`config.mk`:
```
export PLATFORM = sky130hd
export DESIGN_NAME = div_ctrl_seq_flat
export DESIGN_NICKNAME = d
export VERILOG_FILES = /design/src/rtl/div_ctrl_pkg.sv /design/src/rtl/div_ctrl_seq_if.sv /design/src/rtl/div_ctrl_seq_timeout.sv /design/src/rtl/div_ctrl_seq.sv /design/src/flat_wrapper.sv
export SDC_FILE = /design/constraint.sdc
export NUM_CORES = 1
export LEC_CHECK = 0
export ABC_AREA = 1
export ABC_CLOCK_PERIOD_IN_PS = 1900
export BUFFER_PORTS_ARGS = -buffer_cell sky130_fd_sc_hd__buf_4
export CAP_MARGIN = 40
export CORE_MARGIN = 2
export CORE_UTILIZATION = 45
export DETAILED_ROUTE_END_ITERATION = 10
export PLACE_DENSITY = 0.91
export SYNTH_ARGS = -nofsm -noshare
export SYNTH_HDL_FRONTEND = slang
export SYNTH_SLANG_ARGS = --single-unit
```
`constraint.sdc`:
```
create_clock -name clk -period 1.9 [get_ports clk]
set_input_delay 0.19 -clock clk [delete_from_list [all_inputs] [get_ports clk]]
set_output_delay 0.19 -clock clk [all_outputs]
set_load 0.05 [all_outputs]
```
`src/rtl/div_ctrl_pkg.sv`:
```
// div_ctrl_pkg: shared states, opcodes and strobe decode for the div/mul control sequencer
package div_ctrl_pkg;
  typedef enum logic [3:0] {IDLE, T0, T1, T2, T3, T4, T5, T6, HALT, FAULT} state_t;
  localparam logic [4:0] OP_DIV  = 5'b10000;
  localparam logic [4:0] OP_MUL  = 5'b01111;
  localparam logic [4:0] OP_HALT = 5'b11011;
  typedef struct packed {
    logic pc_out, mar_in, inc_pc, pc_in;
    logic read, mdr_in, mdr_out, ir_in;
    logic y_in, z_in, zlow_out, zhigh_out;
    logic lo_in, hi_in, gra, grb, r_out;
  } strobes_t;
  function automatic logic is_alu_op(input logic [4:0] op);
    return op == OP_DIV || op == OP_MUL;
  endfunction
  function automatic strobes_t decode(input state_t s, input logic [4:0] op);
    strobes_t d;
    d = '0;
    {d.pc_out, d.mar_in, d.inc_pc, d.pc_in} = {4{s == T0}};
    {d.read, d.mdr_in} = {2{s == T1}};
    {d.mdr_out, d.ir_in} = {2{s == T2}};
    {d.gra, d.y_in} = {2{s == T3 && is_alu_op(op)}};
    {d.grb, d.z_in} = {2{s == T4}};
    d.r_out = d.gra || d.grb;
    {d.zlow_out, d.lo_in} = {2{s == T5}};
    {d.zhigh_out, d.hi_in} = {2{s == T6}};
    return d;
  endfunction
endpackage

```
`src/rtl/div_ctrl_seq_if.sv`:
```
// div_ctrl_seq_if: sequencer handshake inputs and control-step strobes
interface div_ctrl_seq_if #(parameter int CNT_W = 16);
  logic run, mem_ready, alu_done;
  logic [31:0] ir;
  logic PCout, MARin, IncPC, PCin, Read, MDRin, MDRout, IRin, Yin, Zin;
  logic Zlowout, Zhighout, LOin, HIin, Gra, Grb, Rout;
  logic alu_start;
  logic [4:0] alu_op;
  logic busy, halted, fault;
  logic [CNT_W-1:0] retired;
  modport master (
    input run, ir, mem_ready, alu_done,
    output PCout, MARin, IncPC, PCin, Read, MDRin, MDRout, IRin, Yin, Zin,
    output Zlowout, Zhighout, LOin, HIin, Gra, Grb, Rout,
    output alu_start, alu_op, busy, halted, fault, retired
  );
  modport slave (
    output run, ir, mem_ready, alu_done,
    input PCout, MARin, IncPC, PCin, Read, MDRin, MDRout, IRin, Yin, Zin,
    input Zlowout, Zhighout, LOin, HIin, Gra, Grb, Rout,
    input alu_start, alu_op, busy, halted, fault, retired
  );
endinterface

```
`src/rtl/div_ctrl_seq_timeout.sv`:
```
// ctrl_timeout_ctr: clearable up-counter flagging the first and the last allowed cycle
module ctrl_timeout_ctr #(
  parameter int MAX = 64,
  localparam int W = $clog2(MAX + 1)
) (
  input  logic clk,
  input  logic rst,
  input  logic clr,
  input  logic en,
  output logic first,
  output logic tc
);
  logic [W-1:0] cnt;
  // counts consecutive enabled cycles since the last clear
  always_ff @(posedge clk)
    cnt <= (rst || clr) ? '0 : en ? cnt + W'(1) : cnt;
  assign first = cnt == '0;
  assign tc = en && cnt == W'(MAX - 1);
endmodule

```
`src/rtl/div_ctrl_seq.sv`:
```
// div_ctrl_seq: Moore control-step sequencer for fetch and two-result div/mul execution
module div_ctrl_seq #(
  parameter int ALU_TIMEOUT = 64,
  parameter int CNT_W = 16
) (
  input logic clk,
  input logic reset,
  div_ctrl_seq_if.master bus
);
  import div_ctrl_pkg::*;
  state_t state, nxt;
  strobes_t str;
  logic [4:0] op;
  logic first, tc;
  logic [CNT_W-1:0] retired;
  assign op = bus.ir[31:27];
  ctrl_timeout_ctr #(.MAX(ALU_TIMEOUT)) u_timeout (
    .clk(clk),
    .rst(reset),
    .clr(state != T4),
    .en(state == T4),
    .first(first),
    .tc(tc)
  );
  // next state; run only matters in IDLE and T6, alu_done beats the timeout
  always_comb begin
    nxt = state;
    case (state)
      IDLE: nxt = bus.run ? T0 : IDLE;
      T0: nxt = T1;
      T1: nxt = bus.mem_ready ? T2 : T1;
      T2: nxt = T3;
      T3: nxt = is_alu_op(op) ? T4 : op == OP_HALT ? HALT : FAULT;
      T4: nxt = bus.alu_done ? T5 : tc ? FAULT : T4;
      T5: nxt = T6;
      T6: nxt = bus.run ? T0 : IDLE;
      default: nxt = state;
    endcase
  end
  // state register and retired-instruction count (wraps naturally)
  always_ff @(posedge clk)
    if (reset) begin
      state <= IDLE;
      retired <= '0;
    end else begin
      state <= nxt;
      retired <= retired + CNT_W'(state == T6);
    end
  assign str = decode(state, op);
  assign {bus.PCout, bus.MARin, bus.IncPC, bus.PCin, bus.Read, bus.MDRin, bus.MDRout, bus.IRin,
          bus.Yin, bus.Zin, bus.Zlowout, bus.Zhighout, bus.LOin, bus.HIin, bus.Gra, bus.Grb,
          bus.Rout} = str;
  assign bus.alu_start = state == T4 && first;
  assign bus.alu_op = state == T4 ? op : '0;
  assign bus.busy = !(state inside {IDLE, HALT, FAULT});
  assign bus.halted = state == HALT;
  assign bus.fault = state == FAULT;
  assign bus.retired = retired;
endmodule

```
`src/flat_wrapper.sv`:
```
// flat-port wrapper written by rule: the top's interface ports become plain ports
module div_ctrl_seq_flat import div_ctrl_pkg::*;
#(
  parameter int ALU_TIMEOUT = 64,
  parameter int CNT_W = 16
)
  (clk, reset, bus_run, bus_ir, bus_mem_ready, bus_alu_done, bus_PCout, bus_MARin, bus_IncPC, bus_PCin, bus_Read, bus_MDRin, bus_MDRout, bus_IRin, bus_Yin, bus_Zin, bus_Zlowout, bus_Zhighout, bus_LOin, bus_HIin, bus_Gra, bus_Grb, bus_Rout, bus_alu_start, bus_alu_op, bus_busy, bus_halted, bus_fault, bus_retired);
  div_ctrl_seq_if #(.CNT_W(CNT_W)) bus_i ();
  input logic clk;
  input logic reset;
  input wire logic [$bits(bus_i.run)-1:0] bus_run;
  input wire logic [$bits(bus_i.ir)-1:0] bus_ir;
  input wire logic [$bits(bus_i.mem_ready)-1:0] bus_mem_ready;
  input wire logic [$bits(bus_i.alu_done)-1:0] bus_alu_done;
  output wire logic [$bits(bus_i.PCout)-1:0] bus_PCout;
  output wire logic [$bits(bus_i.MARin)-1:0] bus_MARin;
  output wire logic [$bits(bus_i.IncPC)-1:0] bus_IncPC;
  output wire logic [$bits(bus_i.PCin)-1:0] bus_PCin;
  output wire logic [$bits(bus_i.Read)-1:0] bus_Read;
  output wire logic [$bits(bus_i.MDRin)-1:0] bus_MDRin;
  output wire logic [$bits(bus_i.MDRout)-1:0] bus_MDRout;
  output wire logic [$bits(bus_i.IRin)-1:0] bus_IRin;
  output wire logic [$bits(bus_i.Yin)-1:0] bus_Yin;
  output wire logic [$bits(bus_i.Zin)-1:0] bus_Zin;
  output wire logic [$bits(bus_i.Zlowout)-1:0] bus_Zlowout;
  output wire logic [$bits(bus_i.Zhighout)-1:0] bus_Zhighout;
  output wire logic [$bits(bus_i.LOin)-1:0] bus_LOin;
  output wire logic [$bits(bus_i.HIin)-1:0] bus_HIin;
  output wire logic [$bits(bus_i.Gra)-1:0] bus_Gra;
  output wire logic [$bits(bus_i.Grb)-1:0] bus_Grb;
  output wire logic [$bits(bus_i.Rout)-1:0] bus_Rout;
  output wire logic [$bits(bus_i.alu_start)-1:0] bus_alu_start;
  output wire logic [$bits(bus_i.alu_op)-1:0] bus_alu_op;
  output wire logic [$bits(bus_i.busy)-1:0] bus_busy;
  output wire logic [$bits(bus_i.halted)-1:0] bus_halted;
  output wire logic [$bits(bus_i.fault)-1:0] bus_fault;
  output wire logic [$bits(bus_i.retired)-1:0] bus_retired;
  assign bus_i.run = bus_run;
  assign bus_i.ir = bus_ir;
  assign bus_i.mem_ready = bus_mem_ready;
  assign bus_i.alu_done = bus_alu_done;
  assign bus_PCout = bus_i.PCout;
  assign bus_MARin = bus_i.MARin;
  assign bus_IncPC = bus_i.IncPC;
  assign bus_PCin = bus_i.PCin;
  assign bus_Read = bus_i.Read;
  assign bus_MDRin = bus_i.MDRin;
  assign bus_MDRout = bus_i.MDRout;
  assign bus_IRin = bus_i.IRin;
  assign bus_Yin = bus_i.Yin;
  assign bus_Zin = bus_i.Zin;
  assign bus_Zlowout = bus_i.Zlowout;
  assign bus_Zhighout = bus_i.Zhighout;
  assign bus_LOin = bus_i.LOin;
  assign bus_HIin = bus_i.HIin;
  assign bus_Gra = bus_i.Gra;
  assign bus_Grb = bus_i.Grb;
  assign bus_Rout = bus_i.Rout;
  assign bus_alu_start = bus_i.alu_start;
  assign bus_alu_op = bus_i.alu_op;
  assign bus_busy = bus_i.busy;
  assign bus_halted = bus_i.halted;
  assign bus_fault = bus_i.fault;
  assign bus_retired = bus_i.retired;
  div_ctrl_seq #(.ALU_TIMEOUT(ALU_TIMEOUT), .CNT_W(CNT_W)) u_core (.clk(clk), .reset(reset), .bus(bus_i));
endmodule
```
==> Word-level counts from Yosys, hierarchy flattened <==
Index checks and enable logic that the tools add are counted.
{ "totals": {"output_inout_bits": 42, "register_bits": 27, "latchBits": 0, "mem_count": 0, "mem_bits_ro": 0, "input_bits": 37, "ram_bits": 0} }
{ "classes": {"order_cmp": 0, "multipliers": 0, "mux": 8, "n_shift": 0, "reduce_logical": 12, "n_eq_ne": 14, "addsub": 2, "n_div": 0, "bitwise": 0} }
{ "op_table": {"columns": ["operator", "n"], "rows": [
  ["4-bit one-hot mux with 7 select lines", 1],
  ["16-bit by 1-bit adder with 16-bit output", 1],
  ["4-bit by 3-bit equality test with 1-bit output (second input constant)", 4],
  ["4-bit two-way mux", 3],
  ["5-bit equality test (second input constant)", 2],
  ["4-bit by 2-bit equality test with 1-bit output (second input constant)", 2],
  ["4-bit equality test (second input constant)", 2],
  ["7-bit by 1-bit adder with 7-bit output (second input constant)", 1],
  ["7-bit by 6-bit equality test with 1-bit output (second input constant)", 1],
  ["7-bit logical NOT", 1],
  ["7-bit nonzero test", 1],
  ["5-bit by 4-bit equality test with 1-bit output (second input constant)", 1],
  ["5-bit two-way mux", 1],
  ["4-bit by 1-bit equality test with 1-bit output (second input constant)", 1],
  ["4-bit logical NOT", 1],
  ["4-bit by 3-bit inequality test with 1-bit output (second input constant)", 1],
  ["1-bit logical AND", 3],
  ["1-bit logical OR", 3],
  ["1-bit two-way mux", 3],
  ["3-bit nonzero test", 1],
  ["2-bit OR reduction", 1],
  ["1-bit logical NOT", 1]
]} }

==> Longest topological paths before layout <==
Gate-level depths: netlist (run 1).
{ "logic_depth": {"word_depth": 5, "depth_mapped": 13, "depth_no_buf": 13} }

==> Cells and area by module <==
A second synthesis (run 1) with hierarchy kept.
{ "unflattened": {"hier_cells": 252, "hier_area_um2": 1637.8} }
{ "modules_own_cells": {"columns": ["module", "cells_each", "seq_area_each_um2", "area_each_um2", "n_inst"], "rows": [
  ["div_ctrl_seq", 200, 400.4, 1267.5, 1],
  ["ctrl_timeout_ctr", 52, 140.1, 370.4, 1]
]} }

==> Least setup slack after synthesis (run 1) <==
OpenSTA, ideal clock, no wires.
{ "synth_path": {"kind": "flip-flop to output port", "start": "register u_core.state[0]", "end": "output port bus_alu_start", "t_arrival_ns": 2.348, "path_buffers": 0, "path_slack_ns": -0.638, "stages_incl_launch_ff": 5, "required_time_ns": 1.710, "path_cell_list": "dfxtp_1 -> nand2_2 -> nor2_8 -> inv_4 -> nor4_1"} }
{ "synth_between": {"elab_chain_len": 2} }
{ "synth_lines": {"columns": ["item", "line", "rtl"], "rows": [
  ["start: declaration", "div_ctrl_seq.sv:11", "state_t state, nxt;"],
  ["start signal: assignment", "div_ctrl_seq.sv:46", "state <= nxt;"],
  ["4-bit by 3-bit equality test with 1-bit output", null, null],
  ["via bus_Grb", "flat_wrapper.sv:30", "output wire logic [$bits(bus_i.Grb)-1:0] bus_Grb;"],
  ["1-bit logical AND", "div_ctrl_seq.sv:53", "assign bus.alu_start = state == T4 && first;"],
  ["end: declaration", "flat_wrapper.sv:32", "output wire logic [$bits(bus_i.alu_start)-1:0] bus_alu_start;"]
]} }
The timed path passes the listed nets, and every way through them passes these cells.

==> Worst setup path in the final report (run 1) <==
{ "layout_path": {"start": "register u_core.state[1]", "end": "output port bus_Zin"} }
{ "layout_between": {"elab_chain_len": 1} }
{ "layout_lines": {"columns": ["item", "line", "rtl"], "rows": [
  ["4-bit by 3-bit equality test with 1-bit output", "div_ctrl_pkg.sv:23", "{d.grb, d.z_in} = {2{s == T4}};"],
  ["end: declaration", "flat_wrapper.sv:24", "output wire logic [$bits(bus_i.Zin)-1:0] bus_Zin;"]
]} }
Every way passes these cells.

==> results of run 1 <==
## final cells by class
| class | count | area (um^2) | area share |
|---|---|---|---|
| timing repair buffer | 56 | 420.4 | 0.2069 |
| clock inverter | 1 | 5.005 | 0.002463 |
| sequential | 27 | 546.8 | 0.2691 |
| tap | 46 | 57.56 | 0.02833 |
| multi-input combinational | 164 | 815.8 | 0.4015 |
| clock buffer | 3 | 22.52 | 0.01108 |
| inverter | 42 | 163.9 | 0.08066 |
## power groups by stage
stage	sequential, uW	clock, uW	combinational, uW
6_report	593	256	333
5_1_grt	596	274	358
4_1_cts	591	263	332
3_3_place_gp	603	0	326
2_1_floorplan	602	0	262
3_5_place_dp	603	0	332
## metrics by stage
stage | TNS (ns) | worst slack [ns] | power [uW]
after CTS | 0 | 0.07761 | 1187
after global placement | 0 | 0.1732 | 929.7
after floorplan | -0.05548 | -0.05548 | 864.2
after global routing | 0 | 0.005220 | 1228
final | 0 | 0.1551 | 1183
after detailed placement | 0 | 0.1477 | 935.3
## Yosys cell counts
cell,n,area share
sky130_fd_sc_hd__a211oi_1,1,0.0048
sky130_fd_sc_hd__a21oi_1,14,0.045
sky130_fd_sc_hd__a21oi_2,1,0.0056
sky130_fd_sc_hd__buf_4,9,0.044
sky130_fd_sc_hd__clkbuf_1,2,0.0048
sky130_fd_sc_hd__dfxtp_1,27,0.35
sky130_fd_sc_hd__ha_1,4,0.032
sky130_fd_sc_hd__inv_1,40,0.097
sky130_fd_sc_hd__inv_2,1,0.0024
sky130_fd_sc_hd__inv_4,1,0.0040
sky130_fd_sc_hd__nand2_1,52,0.13
sky130_fd_sc_hd__nand2_2,3,0.012
sky130_fd_sc_hd__nand3_1,17,0.055
sky130_fd_sc_hd__nand4_1,6,0.024
sky130_fd_sc_hd__nor2_1,49,0.12
sky130_fd_sc_hd__nor2_8,1,0.013
sky130_fd_sc_hd__nor3_1,2,0.0064
sky130_fd_sc_hd__nor3b_2,1,0.0081
sky130_fd_sc_hd__nor4_1,1,0.0040
sky130_fd_sc_hd__o211ai_1,1,0.0048
sky130_fd_sc_hd__o21a_1,1,0.0048
sky130_fd_sc_hd__o21ai_0,8,0.026
sky130_fd_sc_hd__o31ai_1,1,0.0048
sky130_fd_sc_hd__xnor2_1,1,0.0056
## state kept, by name, summed over array words and instances, names as in the netlist
register              flops
u_core.state              4
u_core.u_timeout.cnt      7
u_core.bus.retired       16
## final timing paths
path                                              start                      end  slack (ns)  depth (start not counted)
worst min-delay path                              reset   u_core.bus.retired[14]        0.09                          2
worst max-delay path                    u_core.state[1]                  bus_Zin        0.16                          6
worst max register to register          u_core.state[3]    u_core.bus.retired[6]        0.19                         10
worst min register to register  u_core.u_timeout.cnt[0]  u_core.u_timeout.cnt[0]        0.49                          1
## critical path, stage by stage, from the launching register on
cell,delay (ns)
sky130_fd_sc_hd__dfxtp_2,0.36
sky130_fd_sc_hd__inv_1,0.13
sky130_fd_sc_hd__nand2_2,0.13
sky130_fd_sc_hd__nor2_8,0.15
sky130_fd_sc_hd__buf_4,0.14
sky130_fd_sc_hd__buf_4,0.12
sky130_fd_sc_hd__buf_4,0.19
## cell usage in the layout, fill, tap and decap left out, types with 2 or more instances in the layout
cell                        n
sky130_fd_sc_hd__a21oi_1   14
sky130_fd_sc_hd__buf_4     56
sky130_fd_sc_hd__clkbuf_4   3
sky130_fd_sc_hd__dfxtp_1   24
sky130_fd_sc_hd__dfxtp_2    2
sky130_fd_sc_hd__ha_1       3
sky130_fd_sc_hd__inv_1     39
sky130_fd_sc_hd__nand2_1   51
sky130_fd_sc_hd__nand2_2    4
sky130_fd_sc_hd__nand3_1   17
sky130_fd_sc_hd__nand4_1    6
sky130_fd_sc_hd__nor2_1    46
sky130_fd_sc_hd__nor2_2     2
sky130_fd_sc_hd__o21ai_0    7
## repair_timing
action	CTS	global route
endpoints found under the setup margin	0	5
buffers inserted	0	4
hold buffers	0	0
resized for setup	0	8
## logic make-up after synthesis
kind of cell / count (synthesis) / share of synthesized area
compound gates: 27 / 0.09590
fa+ha+maj: 4 / 0.03223
xor+xnor: 1 / 0.005642
buf+inv: 53 / 0.1515
flops: 27 / 0.3481
simple gates: 132 / 0.3666
## layer usage
layer	part of all wire	track usage	vias up	wire length (um)
met1	0.44	0.2152	726	1535
met3	0.038	0.01622	5	132
met5	0	0	-	0
met2	0.51	0.3293	36	1794
met4	0.013	0.05833	0	47
li1	-	-	854	-
==> impl_results.rst, run 1 <==
.. list-table::
   :header-rows: 1

   * - Metric
     - Value
   * - Setup repair after global routing missed its margin
     - no
   * - Clock tree from TritonCTS
     - built
   * - Post-synth design cell area
     - about 0.0016 mm^2
   * - Boundary Pins
     - 79
   * - Area of placed instances
     - 0.001957 mm^2
   * - Post-layout utilization of the core
     - 0.6089
   * - Post-detailed-route wirelength per cell
     - 10.35 um
   * - Fraction of the yosys area taken by sequential cells
     - 0.3481
   * - Initial Utilization
     - 0.4653
   * - Buffer cell driving the clock tree root
     - sky130_fd_sc_hd__clkbuf_4
   * - Vias per Instance
     - approximately 4.8
   * - Switching share of power
     - 0.3595
   * - Total nets after synthesis
     - between 200 and 300
   * - Hold Crit Class
     - in2reg
   * - Summed area of non-filler cells in the final layout
     - 0.002032 mm^2
   * - Layout cell share with drive strength beyond 1
     - 0.2696
   * - Buffers from clock root to sink, at most
     - 2
   * - Final Setup Violations
     - 0
   * - Number of iterations in the first detailed-routing pass
     - 4
   * - Ratio of total power to cell area
     - 582.1 mW/mm^2
   * - Shortest period the worst path allows
     - 1.745 ns
   * - NetSw
     - 425.2 uW
   * - Vias in the first global route
     - 1461
   * - Detailed-placement wirelength estimate
     - between 2 and 3 mm
   * - Tightest Pin Transition
     - 0.3305 ns
   * - Via Count
     - roughly 1600
   * - Max-capacitance violation count
     - 0
   * - Number of nets in the finished design
     - 335
   * - Clock latency of the later-clocked register in the worst-skew pair
     - 0.34 ns
   * - Number of H-tree levels
     - 1
   * - Gate power share
     - 0.282
   * - Port Buffers
     - 51
   * - Global-route wire length before repair
     - 5.892 mm
   * - Count of different cell masters after synthesis
     - 24
   * - Area overhead of the layout relative to synthesis
     - 30.86%
   * - Core footprint
     - 0.003337 mm^2
   * - CP required
     - 1.71 ns
   * - Count of endpoints failing hold in the final timing report
     - 0
   * - Mapped Avg Cell Area
     - around 6.4 um^2
   * - Clock net sink count
     - 27
   * - Internal power summed over all cells
     - 757.5 uW
   * - Kind of end point of the critical path
     - primary output
   * - Total wire length after detailed routing
     - roughly 3.5 mm
   * - Die Footprint
     - between 0.003 and 0.004 mm^2
   * - Count of synthesis-stage warnings from yosys
     - 0
   * - Tcrit/Tclk final
     - 0.9184
   * - Global placement routability congestion
     - 0.8510
   * - Max-slew headroom
     - 0.7795
   * - Final max-slew violation count
     - 0
   * - Final std cells w/o fill
     - around 340
   * - Register bit count reported by yosys
     - 27
   * - Kind of launch point of the worst setup path
     - flop
   * - Skew final
     - about 0.0075 ns
   * - Standby leakage power
     - 0.0009796 uW
   * - Worst ir drop on vdd
     - between 200 and 250 uV
   * - Post-placement cell count
     - between 300 and 400
   * - DRC violations left
     - 0
   * - Status
     - complete, no violations
   * - Maximum achievable frequency
     - 573.1 MHz
   * - Critical Path AT
     - 1.55 ns
   * - Antenna violations before repair
     - 0
   * - Die Y-Extent
     - about 63 um
   * - Die outline width
     - ~63 um
   * - Pin count of the biggest net entering global routing
     - 16
   * - Type of the worst setup path
     - reg2out
   * - Share of total power in the clock network
     - 0.217
   * - Worst Hold Margin
     - 0.09034 ns
   * - Total routing resource utilization after global routing
     - 0.1780
   * - Remaining global-route overflow
     - 0
   * - Remaining number of nets flagged by the antenna check after routing
     - 0
   * - Register share of total power
     - 0.502
   * - Clock-pin slew of the registers on the worst-case setup and hold paths
     - 0.15 ns
   * - Crit path max fanout
     - 5
   * - Filler cells
     - 302
   * - Number of instances in the synthesized netlist
     - 244
   * - Number of DRC markers after the initial detailed-route iteration
     - 89
   * - Std cell rows
     - 21
   * - Ant. Diodes
     - 0
   * - Inserted Clock Buffers
     - 3
Power figures use the tool's default switching activity.
==> run 2, diff against run 1 <==
--- a/config.mk
+++ b/config.mk
@@ -10,9 +10,10 @@
 export BUFFER_PORTS_ARGS = -buffer_cell sky130_fd_sc_hd__buf_4
 export CAP_MARGIN = 40
 export CORE_MARGIN = 2
-export CORE_UTILIZATION = 45
+export CORE_UTILIZATION = 46
 export DETAILED_ROUTE_END_ITERATION = 10
-export PLACE_DENSITY = 0.91
+export PLACE_DENSITY = 0.92
 export SYNTH_ARGS = -nofsm -noshare
 export SYNTH_HDL_FRONTEND = slang
+export SYNTH_HIERARCHICAL = 1
 export SYNTH_SLANG_ARGS = --single-unit
==> run 2 against run 1 <==
Clock skew down 0.0022 ns. Non-clock buffer count up 1. Utilization up 1.9 points. Synthesized cell count up 3.3%. Critical endpoint is now bus_alu_start. Largest cell class unchanged. Largest power group unchanged.
==> impl_results.rst, run 2 <==
.. list-table::
   :header-rows: 1

   * - Metric
     - Value
   * - Status
     - complete, no violations
   * - Hold Crit Class
     - in2reg
   * - Filler cells
     - 288 (-4.6%)
   * - Flop2flop setup slack
     - 0.13 ns (-0.06 ns)
   * - Final Setup Violations
     - 0 (unchanged)
   * - Post-layout utilization of the core
     - 0.6279 (+0.01898)
   * - Shortest period the worst path allows
     - 1.777 ns (+0.03195 ns)
   * - Buffer cell driving the clock tree root
     - sky130_fd_sc_hd__clkbuf_4
   * - Mapped Avg Cell Area
     - 6.499 um^2 (+2.1%)
   * - Yosys top cell by area
     - sky130_fd_sc_hd__dfxtp_1
   * - Area of all sequential standard cells
     - 543.0 um^2 (-0.69%)
   * - Port Buffers
     - 51 (unchanged)
   * - Post-route total power
     - 1188 uW (+0.47%)
   * - Number of nets in the finished design
     - 343 (+2.4%)
   * - Clock-pin slew of the registers on the worst-case setup and hold paths
     - 0.14 ns (about the same)
   * - Global-route wire length before repair
     - 5.637 mm (-4.3%)
   * - Maximum achievable frequency
     - 562.8 MHz (-1.8%)
   * - Number of instances in the synthesized netlist
     - 252 (+3.3%)
   * - GRT Max-Usage Layer
     - met2
   * - Pin count of the biggest net entering global routing
     - 15 (-1)
   * - Count of synthesis-stage warnings from yosys
     - 6 (+6)
   * - Area overhead of the layout relative to synthesis
     - 29.95%
   * - Count of different cell masters after synthesis
     - 22 (-8.3%)
   * - Fraction of the yosys area taken by sequential cells
     - 0.3300 (-0.01808)
   * - Worst Hold Margin
     - 0.09638 ns (+0.006042 ns)
   * - Antenna violations before repair
     - 0 (unchanged)
   * - Routing usage on met1
     - 0.2086 (-0.006637)
   * - Commonest cells in the netlist
     - 47 x sky130_fd_sc_hd__inv_1, 41 x sky130_fd_sc_hd__nand2_1, 38 x sky130_fd_sc_hd__nor2_1, 27 x sky130_fd_sc_hd__dfxtp_1
   * - Clock net sink count
     - 27 (unchanged)
   * - Total routing resource utilization after global routing
     - 0.1692 (-0.008873)
   * - Top cells by area in the synthesized netlist
     - sky130_fd_sc_hd__dfxtp_1 33%, sky130_fd_sc_hd__inv_1 11%, sky130_fd_sc_hd__nand2_1 9.4%
   * - Final max-slew violation count
     - 0 (unchanged)
   * - Reg-to-reg critical path endpoint
     - u_core/bus.retired[8]
   * - Count of hold-fix buffers inserted at cts
     - 0 (unchanged)
   * - GRT met3 Usage
     - 0.04286 (+0.02664)
   * - Standby leakage power
     - 0.0009810 uW (+0.14%)
   * - Clock tree from TritonCTS
     - built
   * - Number of flip-flops in the largest register
     - 16 (unchanged)
   * - Std cell rows
     - 21 (unchanged)
   * - Number of iterations in the first detailed-routing pass
     - 4 (unchanged)
   * - Kind of end point of the critical path
     - primary output
   * - Final std cells w/o fill
     - 347 (+2.4%)
   * - Max-slew headroom
     - 0.7529 (-0.02651)
   * - Met2 Track Usage GR
     - 0.2987 (-0.03062)
   * - Most used flip-flop cell after synthesis
     - sky130_fd_sc_hd__dfxtp_1
   * - Skew final
     - 0.005314 ns (-0.002156 ns)
   * - Setup repair after global routing missed its margin
     - yes
   * - Crit path max fanout
     - 10 (+5)
   * - Layout cell share with drive strength beyond 1
     - 0.3090 (+0.03935)
   * - Critical Path AT
     - 1.59 ns (+0.04 ns)
   * - Total wire length after detailed routing
     - 3.544 mm (+1.0%)
   * - Die Y-Extent
     - 63.67 um (+1.5%)
   * - Core footprint
     - 0.003390 mm^2 (+1.6%)
   * - Die Footprint
     - 0.004054 mm^2 (+3.0%)
   * - Vias per Instance
     - 4.865 (+1.7%)
   * - Tightest Pin Transition
     - 0.3702 ns (+0.03972 ns)
   * - Type of the worst setup path
     - reg2out
   * - Detailed-placement wirelength estimate
     - 2.791 mm (+4.5%)
   * - Boundary Pins
     - 79 (unchanged)
   * - Die outline width
     - 63.67 um (+1.5%)
   * - Most common cell after layout, fill and taps aside
     - sky130_fd_sc_hd__buf_4
   * - Fraction of synthesis flops using an asynchronous set or reset pin
     - 0 (unchanged)
   * - Number of DRC markers after the initial detailed-route iteration
     - 72 (-19%)
   * - Inserted Clock Buffers
     - 3 (unchanged)
   * - Post-placement cell count
     - 340 (+2.7%)
   * - Global placement routability congestion
     - 0.8903 (+4.6%)
   * - Initial Utilization
     - 0.4832 (+0.01789)
   * - Post-synth design cell area
     - 0.001638 mm^2 (+5.5%)
   * - Hold path startpoint
     - reset
   * - Clock latency of the later-clocked register in the worst-skew pair
     - 0.31 ns (-0.03 ns)
   * - Worst Reg2Reg Path Length in Cells
     - 12 (+2)
   * - Kind of launch point of the worst setup path
     - flop
   * - Remaining global-route overflow
     - 0 (unchanged)
   * - Total nets after synthesis
     - 293 (+2.8%)
   * - DRC violations left
     - 0 (unchanged)
   * - Area of combinational cells with multiple inputs
     - 872.1 um^2 (+6.9%)
   * - Worst ir drop on vdd
     - 429.4 uV (+79%)
   * - Area share of the leading cell type in the synthesized netlist
     - 0.3300 (-0.01808)
   * - Leading registers by flop count
     - u_core/bus.retired x16, u_core/u_timeout/cnt x7, u_core/state x4
   * - Buffers from clock root to sink, at most
     - 2 (unchanged)
   * - Max-capacitance violation count
     - 0 (unchanged)
   * - Leading cell type by number of instances after synthesis
     - sky130_fd_sc_hd__inv_1
   * - Vias in the first global route
     - 1416 (-3.1%)
   * - Tcrit/Tclk final
     - 0.9352 (+0.01681)
   * - Worst hold endpoint
     - u_core/state[3]
   * - Worst reg2reg startpoint
     - u_core/state[3]
   * - Hold Path Cell Cnt
     - 2 (unchanged)
   * - Via Count
     - 1688 (+4.1%)
   * - Register bit count reported by yosys
     - 27 (unchanged)
   * - CP required
     - 1.71 ns (about the same)
   * - Number of H-tree levels
     - 1 (unchanged)
   * - Most frequent cells in the layout
     - 54 x sky130_fd_sc_hd__buf_4, 44 x sky130_fd_sc_hd__inv_1, 40 x sky130_fd_sc_hd__nand2_1
   * - Register with the highest flop count
     - u_core/bus.retired
   * - Remaining number of nets flagged by the antenna check after routing
     - 0 (unchanged)
   * - Number of enable flip-flop cells after synthesis
     - 0 (unchanged)
   * - Ant. Diodes
     - 0 (unchanged)
   * - Setup Total Neg Slack
     - 0 ns (unchanged)
   * - Ratio of total power to cell area
     - 558.4 mW/mm^2 (-4.1%)
   * - Count of endpoints failing hold in the final timing report
     - 0 (unchanged)
   * - Post-detailed-route wirelength per cell
     - 10.21 um (-1.3%)
==> run 2: final cells by class <==
type / instances / area share
flip-flops and latches: 27 / 0.2551
well taps: 46 / 0.02704
repair buffers: 57 / 0.2063
inverters: 49 / 0.08936
clock buffers: 4 / 0.01235
multi-input cells: 164 / 0.4098
==> run 2: routing by layer <==
metal / vias up / wire [um]
li1: 886 / -
met1: 752 / 1554
met2: 48 / 1761
met3: 2 / 206
met4: 0 / 21
met5: - / 0
==> run 2: cell families after synthesis <==
group	Yosys count	share of synthesized area
flops	27	0.3300
simple gates	125	0.3514
fa+ha+maj	4	0.03056
buf+inv	61	0.1681
compound gates	35	0.1199
==> run 2: critical path, cell delays in order (launching register included) <==
cell                      delay [ns]
sky130_fd_sc_hd__dfxtp_2        0.35
sky130_fd_sc_hd__buf_4          0.14
sky130_fd_sc_hd__inv_2          0.04
sky130_fd_sc_hd__nor2_2         0.15
sky130_fd_sc_hd__nand2_2        0.10
sky130_fd_sc_hd__buf_4          0.18
sky130_fd_sc_hd__nor2_1         0.10
sky130_fd_sc_hd__buf_4          0.21
==> run 2: worst max-delay path by stage <==
stage                            end            start
5_1_grt        u_core/bus.retired[8]  u_core/state[3]
3_3_place_gp   u_core/bus.retired[8]  u_core/state[3]
6_report               bus_alu_start  u_core/state[0]
3_5_place_dp   u_core/bus.retired[8]  u_core/state[3]
2_1_floorplan  u_core/bus.retired[8]  u_core/state[3]
4_1_cts        u_core/bus.retired[8]  u_core/state[3]
==> run 2: stage by stage <==
step           cell area [um^2]  setup WS [ns]
2_1_floorplan              1684      -0.007846
3_3_place_gp               2058         0.1079
3_5_place_dp               2058        0.07484
4_1_cts                    2085        0.05817
5_1_grt                    2128       -0.01296
6_report                   2128         0.1231
==> run 2: repair_timing <==
item,in CTS,in global routing
setup buffers,0,3
endpoints found under the setup margin,0,5
gates resized for setup,0,6
==> run 2: where the power goes <==
part / internal (uW) / switching (uW) / total [uW] / leakage [uW]
Combinational: 110 / 254 / 364 / 0.000747
Clock: 82.0 / 159 / 241 / 0.0000150
Sequential: 577 / 6.43 / 584 / 0.000219
Total: 769 / 419 / 1190 / 0.000981
==> run 3, diff against run 2 <==
--- a/config.mk
+++ b/config.mk
@@ -13,6 +13,7 @@
 export CORE_UTILIZATION = 46
 export DETAILED_ROUTE_END_ITERATION = 10
 export PLACE_DENSITY = 0.92
+export SKIP_LAST_GASP = 1
 export SYNTH_ARGS = -nofsm -noshare
 export SYNTH_HDL_FRONTEND = slang
 export SYNTH_HIERARCHICAL = 1
==> constraint.sdc (replaced) <==
create_clock -name clk -period 1.9 [get_ports clk]
set_input_delay 0.19 -clock clk [delete_from_list [all_inputs] [get_ports clk]]
set_output_delay 0.19 -clock clk [all_outputs]
set_load 0.02 [all_outputs]
==> run 3 against run 2 <==
Wire length increased by 1.7%. Total power is 7.0% lower. Count of clock-buffer cells in the layout stayed put. Via count fell by 1.0%. Global-route usage up 1.2 points. Critical path type is now reg2reg. Largest cell class unchanged.
==> impl_results.rst, run 3 (same netlist as run 2, synthesis figures left out) <==
.. list-table::
   :header-rows: 1

   * - Metric
     - Value
   * - Kind of end point of the critical path
     - flop
   * - Number of H-tree levels
     - 1 (unchanged)
   * - Critical Path AT
     - 2.07 ns (+0.48 ns)
   * - Ant. Diodes
     - 0 (unchanged)
   * - Most frequent cells in the layout
     - 57 x sky130_fd_sc_hd__buf_4, 46 x sky130_fd_sc_hd__inv_1, 41 x sky130_fd_sc_hd__nand2_1
   * - Core footprint
     - 0.003390 mm^2 (unchanged)
   * - Pin count of the biggest net entering global routing
     - 15 (unchanged)
   * - Register share of total power
     - 0.528 (+0.037)
   * - Skew final
     - 0.008066 ns (+0.002751 ns)
   * - CP Cell Sequence
     - nand4_1 > inv_2 > ha_1 > ha_1 > nand2_1 > nor2_4 > nand3_1 > inv_1 > nand4_1 > a21oi_1
   * - Number of flip-flops in the largest register
     - 16 (unchanged)
   * - Most common cell after layout, fill and taps aside
     - sky130_fd_sc_hd__buf_4
   * - Clock latency of the later-clocked register in the worst-skew pair
     - 0.32 ns (about the same)
   * - Number of nets in the finished design
     - 343 (unchanged)
   * - Final max-slew violation count
     - 0 (unchanged)
   * - Die outline width
     - 63.67 um (unchanged)
   * - Die Y-Extent
     - 63.67 um (unchanged)
   * - Die Footprint
     - 0.004054 mm^2 (unchanged)
   * - Post-placement cell count
     - 342 (+0.59%)
   * - Tcrit/Tclk final
     - 0.9502 (+0.01498)
   * - Boundary Pins
     - 79 (unchanged)
   * - Global placement routability congestion
     - 0.8416 (-5.5%)
   * - Delay of the slowest cell on the worst path
     - 0.38 ns (+0.03 ns)
   * - Gate power share
     - 0.254 (-0.052)
   * - Area overhead of the layout relative to synthesis
     - 26.74%
   * - Inserted Clock Buffers
     - 3 (unchanged)
   * - Switching share of power
     - 0.3050 (-0.04792)
   * - Standby leakage power
     - 0.0009921 uW (+1.1%)
   * - Total routing resource utilization after global routing
     - 0.1812 (+0.01207)
   * - Remaining global-route overflow
     - 0 (unchanged)
   * - Total buffers and inverters traversed by the critical path
     - 2 (-2)
   * - Layout cell share with drive strength beyond 1
     - 0.2757 (-0.03322)
   * - Via Count
     - 1671 (-1.0%)
   * - Post-detailed-route wirelength per cell
     - 10.38 um (+1.7%)
   * - Initial Utilization
     - 0.4832 (unchanged)
   * - Area of placed instances
     - 0.002027 mm^2 (-1.5%)
   * - Status
     - complete, no violations
   * - Final Setup Violations
     - 0 (unchanged)
   * - Remaining number of nets flagged by the antenna check after routing
     - 0 (unchanged)
   * - Share of total power in the clock network
     - 0.218 (+0.016)
   * - Post-route total power
     - 1105 uW (-7.0%)
   * - Setup repair after global routing missed its margin
     - yes
   * - Leading registers by flop count
     - u_core/bus.retired x16, u_core/u_timeout/cnt x7, u_core/state x4
   * - Clock net sink count
     - 27 (unchanged)
   * - Number of iterations in the first detailed-routing pass
     - 4 (unchanged)
   * - Max-slew headroom
     - 0.7595 (+0.006572)
   * - Hold Crit Class
     - in2reg
   * - Count of endpoints failing hold in the final timing report
     - 0 (unchanged)
   * - Slowest stage cell on the critical path
     - sky130_fd_sc_hd__dfxtp_1
   * - Kind of launch point of the worst setup path
     - flop
   * - Vias in the first global route
     - 1493 (+5.4%)
   * - Type of the worst setup path
     - reg2reg
   * - Ratio of total power to cell area
     - 532.2 mW/mm^2 (-4.7%)
   * - Worst ir drop on vdd
     - 472.2 uV (+10%)
   * - Std cell rows
     - 21 (unchanged)
   * - Summed area of non-filler cells in the final layout
     - 0.002076 mm^2 (-2.5%)
   * - Total wire length after detailed routing
     - 3.603 mm (+1.7%)
   * - CP required
     - 2.16 ns (+0.45 ns)
   * - Clock-pin slew of the registers on the worst-case setup and hold paths
     - 0.14 ns (about the same)
   * - Register with the highest flop count
     - u_core/bus.retired
   * - Number of DRC markers after the initial detailed-route iteration
     - 121 (+68%)
   * - Final std cells w/o fill
     - 347 (unchanged)
   * - Buffer cell driving the clock tree root
     - sky130_fd_sc_hd__clkbuf_4
   * - Internal power summed over all cells
     - 767.8 uW (-0.15%)
   * - Vias per Instance
     - 4.816 (-1.0%)
   * - Tightest Pin Transition
     - 0.3603 ns (-0.009847 ns)
   * - Antenna violations before repair
     - 0 (unchanged)
   * - Post-layout utilization of the core
     - 0.6124 (-0.01550)
   * - Port Buffers
     - 51 (unchanged)
   * - Cell family with the largest share of critical-path delay
     - simple AND/OR/NAND/NOR gates
   * - Global-route wire length before repair
     - 6.023 mm (+6.8%)
   * - Detailed-placement wirelength estimate
     - 2.895 mm (+3.7%)
   * - Crit path max fanout
     - 4 (-6)
   * - Shortest period the worst path allows
     - 1.805 ns (+0.02847 ns)
   * - Max-capacitance violation count
     - 0 (unchanged)
   * - Count of hold-fix buffers inserted at cts
     - 0 (unchanged)
   * - NetSw
     - 336.9 uW (-20%)
   * - Maximum achievable frequency
     - 553.9 MHz (-1.6%)
   * - DRC violations left
     - 0 (unchanged)
   * - Clock tree from TritonCTS
     - built
   * - Buffers from clock root to sink, at most
     - 2 (unchanged)
run 3: what timing repair did:
item	4_1_cts	5_1_grt
resized for setup	0	3
buffers inserted	0	1
endpoints found under the setup margin	0	8
run 3: path summary, 6_finish.rpt:
check                                        startpoint                      end  slack [ns]  cells past startpoint
worst max-delay path                    u_core/state[2]   u_core/bus.retired[14]        0.09                     10
worst min-delay path                              reset          u_core/state[3]        0.09                      2
worst max register to register          u_core/state[2]   u_core/bus.retired[14]        0.09                     10
worst min register to register  u_core/u_timeout/cnt[6]  u_core/u_timeout/cnt[6]        0.50                      2
run 3: metrics by stage:
| stage | setup WS (ns) | setup TNS, ns | hold WS, ns |
|---|---|---|---|
| 2_1_floorplan | 0.05909 | 0 | 0.3339 |
| 5_1_grt | -0.04224 | -0.05428 | 0.07035 |
| 6_report | 0.09467 | 0 | 0.09241 |
| 3_5_place_dp | 0.09227 | 0 | 0.4388 |
| 3_3_place_gp | 0.1245 | 0 | 0.4346 |
| 4_1_cts | 0.06399 | 0 | 0.07853 |
run 3: worst register-to-register path, stage by stage (launching register included):
cell	delay, ns
sky130_fd_sc_hd__dfxtp_1	0.38
sky130_fd_sc_hd__nand4_1	0.15
sky130_fd_sc_hd__inv_2	0.10
sky130_fd_sc_hd__ha_1	0.17
sky130_fd_sc_hd__ha_1	0.20
sky130_fd_sc_hd__nand2_1	0.12
sky130_fd_sc_hd__nor2_4	0.14
sky130_fd_sc_hd__nand3_1	0.11
sky130_fd_sc_hd__inv_1	0.11
sky130_fd_sc_hd__nand4_1	0.09
sky130_fd_sc_hd__a21oi_1	0.16
run 3: layout make-up:
| class | instances | area, um^2 |
|---|---|---|
| clock buffers | 4 | 26.28 |
| fillers | 321 | 1314 |
| inverters | 49 | 186.4 |
| flip-flops and latches | 27 | 540.5 |
| multi-input cells | 164 | 837.1 |
| repair buffers | 57 | 427.9 |
| well taps | 46 | 57.56 |
run 3: power by group through the flow:
stage / combinational [uW] / clock [uW] / sequential (uW)
after global placement: 266 / 0 / 594
final: 281 / 241 / 583
after global routing: 304 / 282 / 584
after CTS: 272 / 256 / 583
after floorplan: 179 / 0 / 602
after detailed placement: 271 / 0 / 595
run 3: per-layer routing:
layer | track usage | vias up | part of all wire
met5 | 0 | - | 0
met4 | 0.06250 | 0 | 0.012
met3 | 0.03571 | 4 | 0.043
met2 | 0.3368 | 44 | 0.52
met1 | 0.2033 | 748 | 0.42
li1 | - | 875 | -
